[src/rtl/ysyx_22040759_bpu_if.sv]
// Bundle of lookup, response, training and redirect signals between the
// ysyx_22040759 pipeline (master) and its branch prediction unit (slave).
interface ysyx_22040759_bpu_if #(
  parameter int XLEN  = 64,
  parameter int CNT_W = 32
);
  // IF-side lookup
  logic             q_valid;
  logic [XLEN-1:0]  q_pc;
  logic             flush;
  // registered prediction
  logic             p_valid;
  logic [XLEN-1:0]  p_pc;
  logic             p_taken;
  logic [XLEN-1:0]  p_target;
  // EX-side resolution
  logic             u_valid;
  logic [XLEN-1:0]  u_pc;
  logic             u_is_jump;
  logic             u_taken;
  logic [XLEN-1:0]  u_target;
  logic             u_pred_taken;
  logic [XLEN-1:0]  u_pred_target;
  // registered redirect and statistics
  logic             redirect_valid;
  logic [XLEN-1:0]  redirect_pc;
  logic [CNT_W-1:0] br_cnt;
  logic [CNT_W-1:0] miss_cnt;

  modport master (
    output q_valid, q_pc, flush,
    output u_valid, u_pc, u_is_jump, u_taken, u_target, u_pred_taken, u_pred_target,
    input  p_valid, p_pc, p_taken, p_target,
    input  redirect_valid, redirect_pc, br_cnt, miss_cnt
  );

  modport slave (
    input  q_valid, q_pc, flush,
    input  u_valid, u_pc, u_is_jump, u_taken, u_target, u_pred_taken, u_pred_target,
    output p_valid, p_pc, p_taken, p_target,
    output redirect_valid, redirect_pc, br_cnt, miss_cnt
  );
endinterface

[src/rtl/ysyx_22040759_bpu.sv]
// Direct-mapped BTB with 2-bit counters: one-cycle registered prediction on
// the IF side, training plus registered mispredict redirect on the EX side,
// and free-running branch/mispredict statistics.
module ysyx_22040759_bpu #(
  parameter int XLEN    = 64,
  parameter int ENTRIES = 16,
  parameter int CNT_W   = 32
) (
  input  logic               clk,
  input  logic               rst,
  ysyx_22040759_bpu_if.slave bus
);
  localparam int IDX_W = $clog2(ENTRIES);
  localparam int TAG_W = XLEN - IDX_W - 2;
  localparam logic [XLEN-1:0] PC_STEP = XLEN'(3'd4);

  // table storage, kept in flops
  logic [ENTRIES-1:0] r_valid;
  logic [ENTRIES-1:0] r_jump;
  logic [TAG_W-1:0]   r_tag    [ENTRIES];
  logic [XLEN-1:0]    r_target [ENTRIES];
  logic [1:0]         r_ctr    [ENTRIES];

  // registered outputs
  logic               r_p_valid;
  logic [XLEN-1:0]    r_p_pc;
  logic               r_p_taken;
  logic [XLEN-1:0]    r_p_target;
  logic               r_redirect_valid;
  logic [XLEN-1:0]    r_redirect_pc;
  logic [CNT_W-1:0]   r_br_cnt;
  logic [CNT_W-1:0]   r_miss_cnt;

  // lookup path (reads the table state before any same-cycle update)
  logic [IDX_W-1:0]   w_q_idx;
  logic [TAG_W-1:0]   w_q_tag;
  logic               w_q_hit;
  logic               w_q_taken;
  logic [XLEN-1:0]    w_q_target;

  assign w_q_idx    = bus.q_pc[IDX_W+1:2];
  assign w_q_tag    = bus.q_pc[XLEN-1:IDX_W+2];
  assign w_q_hit    = r_valid[w_q_idx] & (r_tag[w_q_idx] == w_q_tag);
  assign w_q_taken  = w_q_hit & (r_jump[w_q_idx] | r_ctr[w_q_idx][1]);
  assign w_q_target = w_q_taken ? r_target[w_q_idx] : (bus.q_pc + PC_STEP);

  // update path
  logic [IDX_W-1:0]   w_u_idx;
  logic [TAG_W-1:0]   w_u_tag;
  logic               w_u_hit;
  logic [1:0]         w_ctr_next;
  logic [XLEN-1:0]    w_actual_next;
  logic               w_miss;

  assign w_u_idx       = bus.u_pc[IDX_W+1:2];
  assign w_u_tag       = bus.u_pc[XLEN-1:IDX_W+2];
  assign w_u_hit       = r_valid[w_u_idx] & (r_tag[w_u_idx] == w_u_tag);
  assign w_actual_next = bus.u_taken ? bus.u_target : (bus.u_pc + PC_STEP);
  assign w_miss        = bus.u_valid &
                         ((bus.u_taken != bus.u_pred_taken) |
                          (bus.u_taken & (bus.u_target != bus.u_pred_target)));

  // next counter value: saturating step on a hit, weak seed on a replacement
  always_comb begin
    w_ctr_next = r_ctr[w_u_idx];
    if (!w_u_hit) begin
      w_ctr_next = bus.u_taken ? 2'b10 : 2'b01;
    end else if (bus.u_taken) begin
      w_ctr_next = (r_ctr[w_u_idx] == 2'b11) ? 2'b11 : (r_ctr[w_u_idx] + 2'b01);
    end else begin
      w_ctr_next = (r_ctr[w_u_idx] == 2'b00) ? 2'b00 : (r_ctr[w_u_idx] - 2'b01);
    end
  end

  // table write: reset invalidates everything, a resolved branch trains its entry
  always_ff @(posedge clk) begin
    if (rst) begin
      r_valid <= '0;
      for (int i = 0; i < ENTRIES; i++) begin
        r_ctr[i] <= 2'b01;
      end
    end else if (bus.u_valid) begin
      r_valid[w_u_idx]  <= 1'b1;
      r_jump[w_u_idx]   <= bus.u_is_jump;
      r_tag[w_u_idx]    <= w_u_tag;
      r_target[w_u_idx] <= bus.u_target;
      r_ctr[w_u_idx]    <= w_ctr_next;
    end
  end

  // prediction register: flush only kills the valid bit, other fields follow q_valid
  always_ff @(posedge clk) begin
    if (rst) begin
      r_p_valid  <= 1'b0;
      r_p_pc     <= '0;
      r_p_taken  <= 1'b0;
      r_p_target <= '0;
    end else begin
      r_p_valid <= bus.q_valid & ~bus.flush;
      if (bus.q_valid) begin
        r_p_pc     <= bus.q_pc;
        r_p_taken  <= w_q_taken;
        r_p_target <= w_q_target;
      end
    end
  end

  // redirect register: one-cycle pulse per mispredict, PC holds otherwise
  always_ff @(posedge clk) begin
    if (rst) begin
      r_redirect_valid <= 1'b0;
      r_redirect_pc    <= '0;
    end else begin
      r_redirect_valid <= w_miss;
      if (w_miss) begin
        r_redirect_pc <= w_actual_next;
      end
    end
  end

  // wrapping statistics counters
  always_ff @(posedge clk) begin
    if (rst) begin
      r_br_cnt   <= '0;
      r_miss_cnt <= '0;
    end else begin
      if (bus.u_valid) begin
        r_br_cnt <= r_br_cnt + CNT_W'(1'b1);
      end
      if (w_miss) begin
        r_miss_cnt <= r_miss_cnt + CNT_W'(1'b1);
      end
    end
  end

  assign bus.p_valid        = r_p_valid;
  assign bus.p_pc           = r_p_pc;
  assign bus.p_taken        = r_p_taken;
  assign bus.p_target       = r_p_target;
  assign bus.redirect_valid = r_redirect_valid;
  assign bus.redirect_pc    = r_redirect_pc;
  assign bus.br_cnt         = r_br_cnt;
  assign bus.miss_cnt       = r_miss_cnt;
endmodule

[src/flat_wrapper.sv]
// flat-port wrapper written by rule: the top's interface ports become plain ports
module ysyx_22040759_bpu_flat 
#(
  parameter int XLEN    = 64,
  parameter int ENTRIES = 16,
  parameter int CNT_W   = 32
)
  (clk, rst, bus_q_valid, bus_q_pc, bus_flush, bus_u_valid, bus_u_pc, bus_u_is_jump, bus_u_taken, bus_u_target, bus_u_pred_taken, bus_u_pred_target, bus_p_valid, bus_p_pc, bus_p_taken, bus_p_target, bus_redirect_valid, bus_redirect_pc, bus_br_cnt, bus_miss_cnt);
  ysyx_22040759_bpu_if #(.XLEN(XLEN), .CNT_W(CNT_W)) bus_i ();
  input  logic clk;
  input  logic rst;
  input wire logic [$bits(bus_i.q_valid)-1:0] bus_q_valid;
  input wire logic [$bits(bus_i.q_pc)-1:0] bus_q_pc;
  input wire logic [$bits(bus_i.flush)-1:0] bus_flush;
  input wire logic [$bits(bus_i.u_valid)-1:0] bus_u_valid;
  input wire logic [$bits(bus_i.u_pc)-1:0] bus_u_pc;
  input wire logic [$bits(bus_i.u_is_jump)-1:0] bus_u_is_jump;
  input wire logic [$bits(bus_i.u_taken)-1:0] bus_u_taken;
  input wire logic [$bits(bus_i.u_target)-1:0] bus_u_target;
  input wire logic [$bits(bus_i.u_pred_taken)-1:0] bus_u_pred_taken;
  input wire logic [$bits(bus_i.u_pred_target)-1:0] bus_u_pred_target;
  output wire logic [$bits(bus_i.p_valid)-1:0] bus_p_valid;
  output wire logic [$bits(bus_i.p_pc)-1:0] bus_p_pc;
  output wire logic [$bits(bus_i.p_taken)-1:0] bus_p_taken;
  output wire logic [$bits(bus_i.p_target)-1:0] bus_p_target;
  output wire logic [$bits(bus_i.redirect_valid)-1:0] bus_redirect_valid;
  output wire logic [$bits(bus_i.redirect_pc)-1:0] bus_redirect_pc;
  output wire logic [$bits(bus_i.br_cnt)-1:0] bus_br_cnt;
  output wire logic [$bits(bus_i.miss_cnt)-1:0] bus_miss_cnt;
  assign bus_i.q_valid = bus_q_valid;
  assign bus_i.q_pc = bus_q_pc;
  assign bus_i.flush = bus_flush;
  assign bus_i.u_valid = bus_u_valid;
  assign bus_i.u_pc = bus_u_pc;
  assign bus_i.u_is_jump = bus_u_is_jump;
  assign bus_i.u_taken = bus_u_taken;
  assign bus_i.u_target = bus_u_target;
  assign bus_i.u_pred_taken = bus_u_pred_taken;
  assign bus_i.u_pred_target = bus_u_pred_target;
  assign bus_p_valid = bus_i.p_valid;
  assign bus_p_pc = bus_i.p_pc;
  assign bus_p_taken = bus_i.p_taken;
  assign bus_p_target = bus_i.p_target;
  assign bus_redirect_valid = bus_i.redirect_valid;
  assign bus_redirect_pc = bus_i.redirect_pc;
  assign bus_br_cnt = bus_i.br_cnt;
  assign bus_miss_cnt = bus_i.miss_cnt;
  ysyx_22040759_bpu #(.XLEN(XLEN), .ENTRIES(ENTRIES), .CNT_W(CNT_W)) u_core (.clk(clk), .rst(rst), .bus(bus_i));
endmodule
[config.mk]
export PLATFORM = sky130hd
export DESIGN_NAME = ysyx_22040759_bpu_flat
export DESIGN_NICKNAME = d
export VERILOG_FILES = /design/src/rtl/ysyx_22040759_bpu_if.sv /design/src/rtl/ysyx_22040759_bpu.sv /design/src/flat_wrapper.sv
export SDC_FILE = /design/constraint.sdc
export NUM_CORES = 2
export LEC_CHECK = 0
export BUFFER_PORTS_ARGS = -buffer_cell sky130_fd_sc_hd__buf_2
export CAP_MARGIN = 40
export CORE_MARGIN = 1
export CORE_UTILIZATION = 35
export CTS_CLUSTER_DIAMETER = 200
export DETAILED_ROUTE_END_ITERATION = 8
export GPL_TIMING_DRIVEN = 0
export PLACE_DENSITY_LB_ADDON = 0.25
export SYNTH_ARGS = -nofsm -noshare
export SYNTH_HDL_FRONTEND = slang
export SYNTH_SLANG_ARGS = --single-unit
[constraint.sdc]
create_clock -name clk -period 6.83 [get_ports clk]
set_input_delay 0.683 -clock clk [delete_from_list [all_inputs] [get_ports clk]]
set_output_delay 0.683 -clock clk [all_outputs]
set_load 0.02 [all_outputs]
==> reports/metrics.yaml <==
grt_max_degree: 39
synth-edff-count: 2000
ys_async_sr_fraction: 0
place_hpwl_mm: 324
leakagePower_nw: 40.3
finalCritPeriodShare: 1.02
intPower_w: 0.0245
final_cell_mix: "edfxtp_1 (2,000), mux4_2 (760), buf_2 (606), mux2i_1 (367), nor2_1 (312)"
worst_slew_pin_slew_ns: 1.12
crit_fanout: 10
finalSetupViolCount: 7
violations: "setup timing"
hp-class: "primary input to flip-flop"
fp.dieArea_mm2: 0.290
die_w_um: 539
cp-end-kind: "flip-flop"
initial_core_util: 0.353
final.setup.tns_ns: -0.439
fmax_ghz: 0.144
hold_ws_ns: 0.0801
fp-row-count: 196
vias_per_cell: 6.23
routed_wl_mm: 450
postRouteAntennaNets: 0
synthCells: 5791
synth_warnings: 0
drv_cap: 0
cts_tree: "done"
ys_ff_latch: 2275
rsz0062_at_grt: "false"
fin_worst_skew_ns: 0.0849
status: "complete, but fails checks"
final_max_slew_viol_count: 0
drt_iter0_drc: 10800
cp.arrival_ns: 7.67
grt_util_all_layers: 0.304
dr.pass1.iters: 6
grt_pass1_vias: 63700
irDropWorstVdd_v: 0.000195
hold_violations: 0
final.setup.worst_slack_ns: -0.103
yosysUniqueCellTypes: 82
multi_input_area_mm2: 0.0330
power.share.switching: 0.255
coreArea_mm2: 0.286
hold_buffers: 0
clock_tree.root_cell: "clkbuf_16"
pwr_density_cell_mw_per_mm2: 275
clock_sinks: 2275
htreeDepth: 5
io_buffer_count: 495
fill_cells: 25500
critical_path_class: "primary input to flip-flop"
clk_pin_slew_ns: 0.06
nets: 7020
clk_latency_ns: 0.93
cp.required_ns: 7.56
layout_min_cycle_time_ns: 6.93
comb_power_share: 0.103
cts_buffer_depth: 4
vias: 66900
layout_commonest_cell: "edfxtp_1"
syn_to_final_growth_pct: 18.8
yosysSeqAreaShare: 0.651
synth.avg_cell_area_um2: 17.4
synth_nets: 6062
drc_errors: 0
synthesis.area_mm2: 0.101
p_switching_w: 0.00839
wl_per_cell_um: 41.9
start_kind: "primary input"
relSlewSlack: 0.251
grt_pass1_wl_mm: 590
regArea_mm2: 0.0656
power_frac_clock: 0.427
place_congestion: 0.987
grt-ovfl-total: 0
die_y_um: 539
ys.flop_type: "edfxtp_1"
antenna_found_initial: 81
drive_above_1_share: 0.297
seqPwrFrac: 0.470
num_io_pins: 523
numCtsBuffers: 262
-- routing by layer --
layer,vias to the layer above,global-route usage,wire length [um]
met5,-,0,134
met4,24,0.180,30100
met3,963,0.0786,52100
met2,4866,0.466,203000
met1,35600,0.388,165000
li1,25500,-,-
-- cells in the mapped netlist, drive strengths merged, types with 8 or more instances --
| master | n | share of area |
|---|---|---|
| edfxtp | 2000 | 0.60 |
| mux4 | 779 | 0.17 |
| mux2i | 368 | 0.037 |
| nor2 | 313 | 0.012 |
| dfxtp | 275 | 0.055 |
| nand2 | 245 | 0.0091 |
| clkbuf | 213 | 0.0080 |
| buf | 190 | 0.012 |
| xnor2 | 184 | 0.016 |
| nand3 | 147 | 0.0073 |
| xor2 | 137 | 0.012 |
| o21ai | 96 | 0.0048 |
| inv | 64 | 0.0024 |
| nand4 | 59 | 0.0037 |
| and3 | 52 | 0.0032 |
| nor3 | 49 | 0.0026 |
| a211oi | 47 | 0.0035 |
| a21oi | 46 | 0.0023 |
| o211ai | 45 | 0.0034 |
| a22oi | 42 | 0.0031 |
| nor4 | 37 | 0.0024 |
| a221oi | 33 | 0.0029 |
| or3 | 31 | 0.0019 |
| a31oi | 30 | 0.0019 |
| and2 | 29 | 0.0018 |
| o22ai | 29 | 0.0018 |
| nor2b | 28 | 0.0017 |
| mux2 | 21 | 0.0023 |
| or2 | 19 | 0.0012 |
| a21o | 17 | 0.0013 |
| nand2b | 16 | 0.00099 |
| and4 | 14 | 0.0012 |
| a2111oi | 13 | 0.0011 |
| a22o | 13 | 0.0011 |
| o2111ai | 10 | 0.00087 |
| nand3b | 9 | 0.00067 |
| nor3b | 8 | 0.00060 |
-- stage by stage --
stage               instance area [um2]  setup WS, ns  std cells  total power [W]  utilization
floorplan                        101000         0.236       5791           0.0173            -
global placement                 108000         -7.52      10000           0.0189        0.378
detailed placement               111000         -1.10      10200           0.0191        0.389
CTS                              120000         0.120      10700           0.0329        0.419
global route                     120000        0.0456      10700           0.0335        0.419
finish                           120000        -0.103      10800           0.0329        0.419
-- kinds of logic (layout without fill, tap and decap cells) --
group / count (synthesis) / after routing / synth area share
buffers and inverters: 468 / 1635 / 0.0222
multiplexers: 1168 / 1168 / 0.214
AND/OR/NAND/NOR: 1067 / 1067 / 0.0511
adder cells (fa/ha/maj): 7 / 7 / 0.000869
XOR/XNOR: 321 / 321 / 0.0279
AO/OA/AOI/OAI: 485 / 485 / 0.0335
other: 0 / 31 / 0
flip-flops: 2275 / 2275 / 0.651
-- path summary, 6_finish.rpt --
path                                               from                      end  slack, ns  depth (start not counted)
worst max-delay path                        bus_q_pc[3]  u_core.bus.p_target[19]      -0.10                         18
worst min-delay path                        bus_q_pc[1]       u_core.bus.p_pc[1]       0.08                          3
worst max register to register      u_core.r_tag[8][32]       u_core.r_ctr[4][0]       1.56                         12
worst min register to register  u_core.bus.p_target[53]  u_core.bus.p_target[53]       0.48                          2
-- final cells by class --
cell class | count | area share
multi-input combinational | 3048 | 0.276
timing repair buffer | 695 | 0.0475
tap | 3762 | 0.0393
inverter | 64 | 0.00201
buffer | 403 | 0.0174
clock inverter | 128 | 0.0106
sequential | 2275 | 0.548
antenna | 31 | 0.000648
clock buffer | 345 | 0.0594
-- registers in the layout, indices dropped and copies added (netlist names) --
name                       count
u_core.r_target             1024
u_core.r_tag                 928
u_core.bus.p_pc               64
u_core.bus.p_target           64
u_core.bus.redirect_pc        64
u_core.bus.br_cnt             32
u_core.bus.miss_cnt           32
u_core.r_ctr                  32
u_core.r_jump                 16
u_core.r_valid                16
u_core.bus.p_taken             1
u_core.bus.p_valid             1
u_core.bus.redirect_valid      1
-- timing repair --
| item | in CTS | in global routing |
|---|---|---|
| endpoints found under the setup margin | 27 | 6 |
| setup buffers | 2 | 0 |
| resized for setup | 1 | 2 |
| pin swaps | 1 | 0 |
-- worst max-delay path, cell delays in order --
cell,delay (ns)
buf_2,0.28
buf_4,0.38
buf_4,0.37
buf_6,0.29
buf_4,0.36
buf_2,0.57
buf_2,0.71
mux4_2,0.41
a221oi_1,0.26
buf_2,0.27
xor2_1,0.59
nand2_1,0.17
nor4_1,0.22
nand4_1,0.41
nor3_4,0.77
clkbuf_1,0.34
or3_1,0.36
a31oi_1,0.13
-- power groups by stage --
stage	logic, W	clock network (W)	registers (W)
6_report	0.00338	0.0140	0.0155
5_1_grt	0.00341	0.0146	0.0155
4_1_cts	0.00330	0.0141	0.0155
3_5_place_dp	0.00329	0	0.0158
3_3_place_gp	0.00315	0	0.0158
2_1_floorplan	0.00146	0	0.0158
Power figures use the tool's default switching activity.
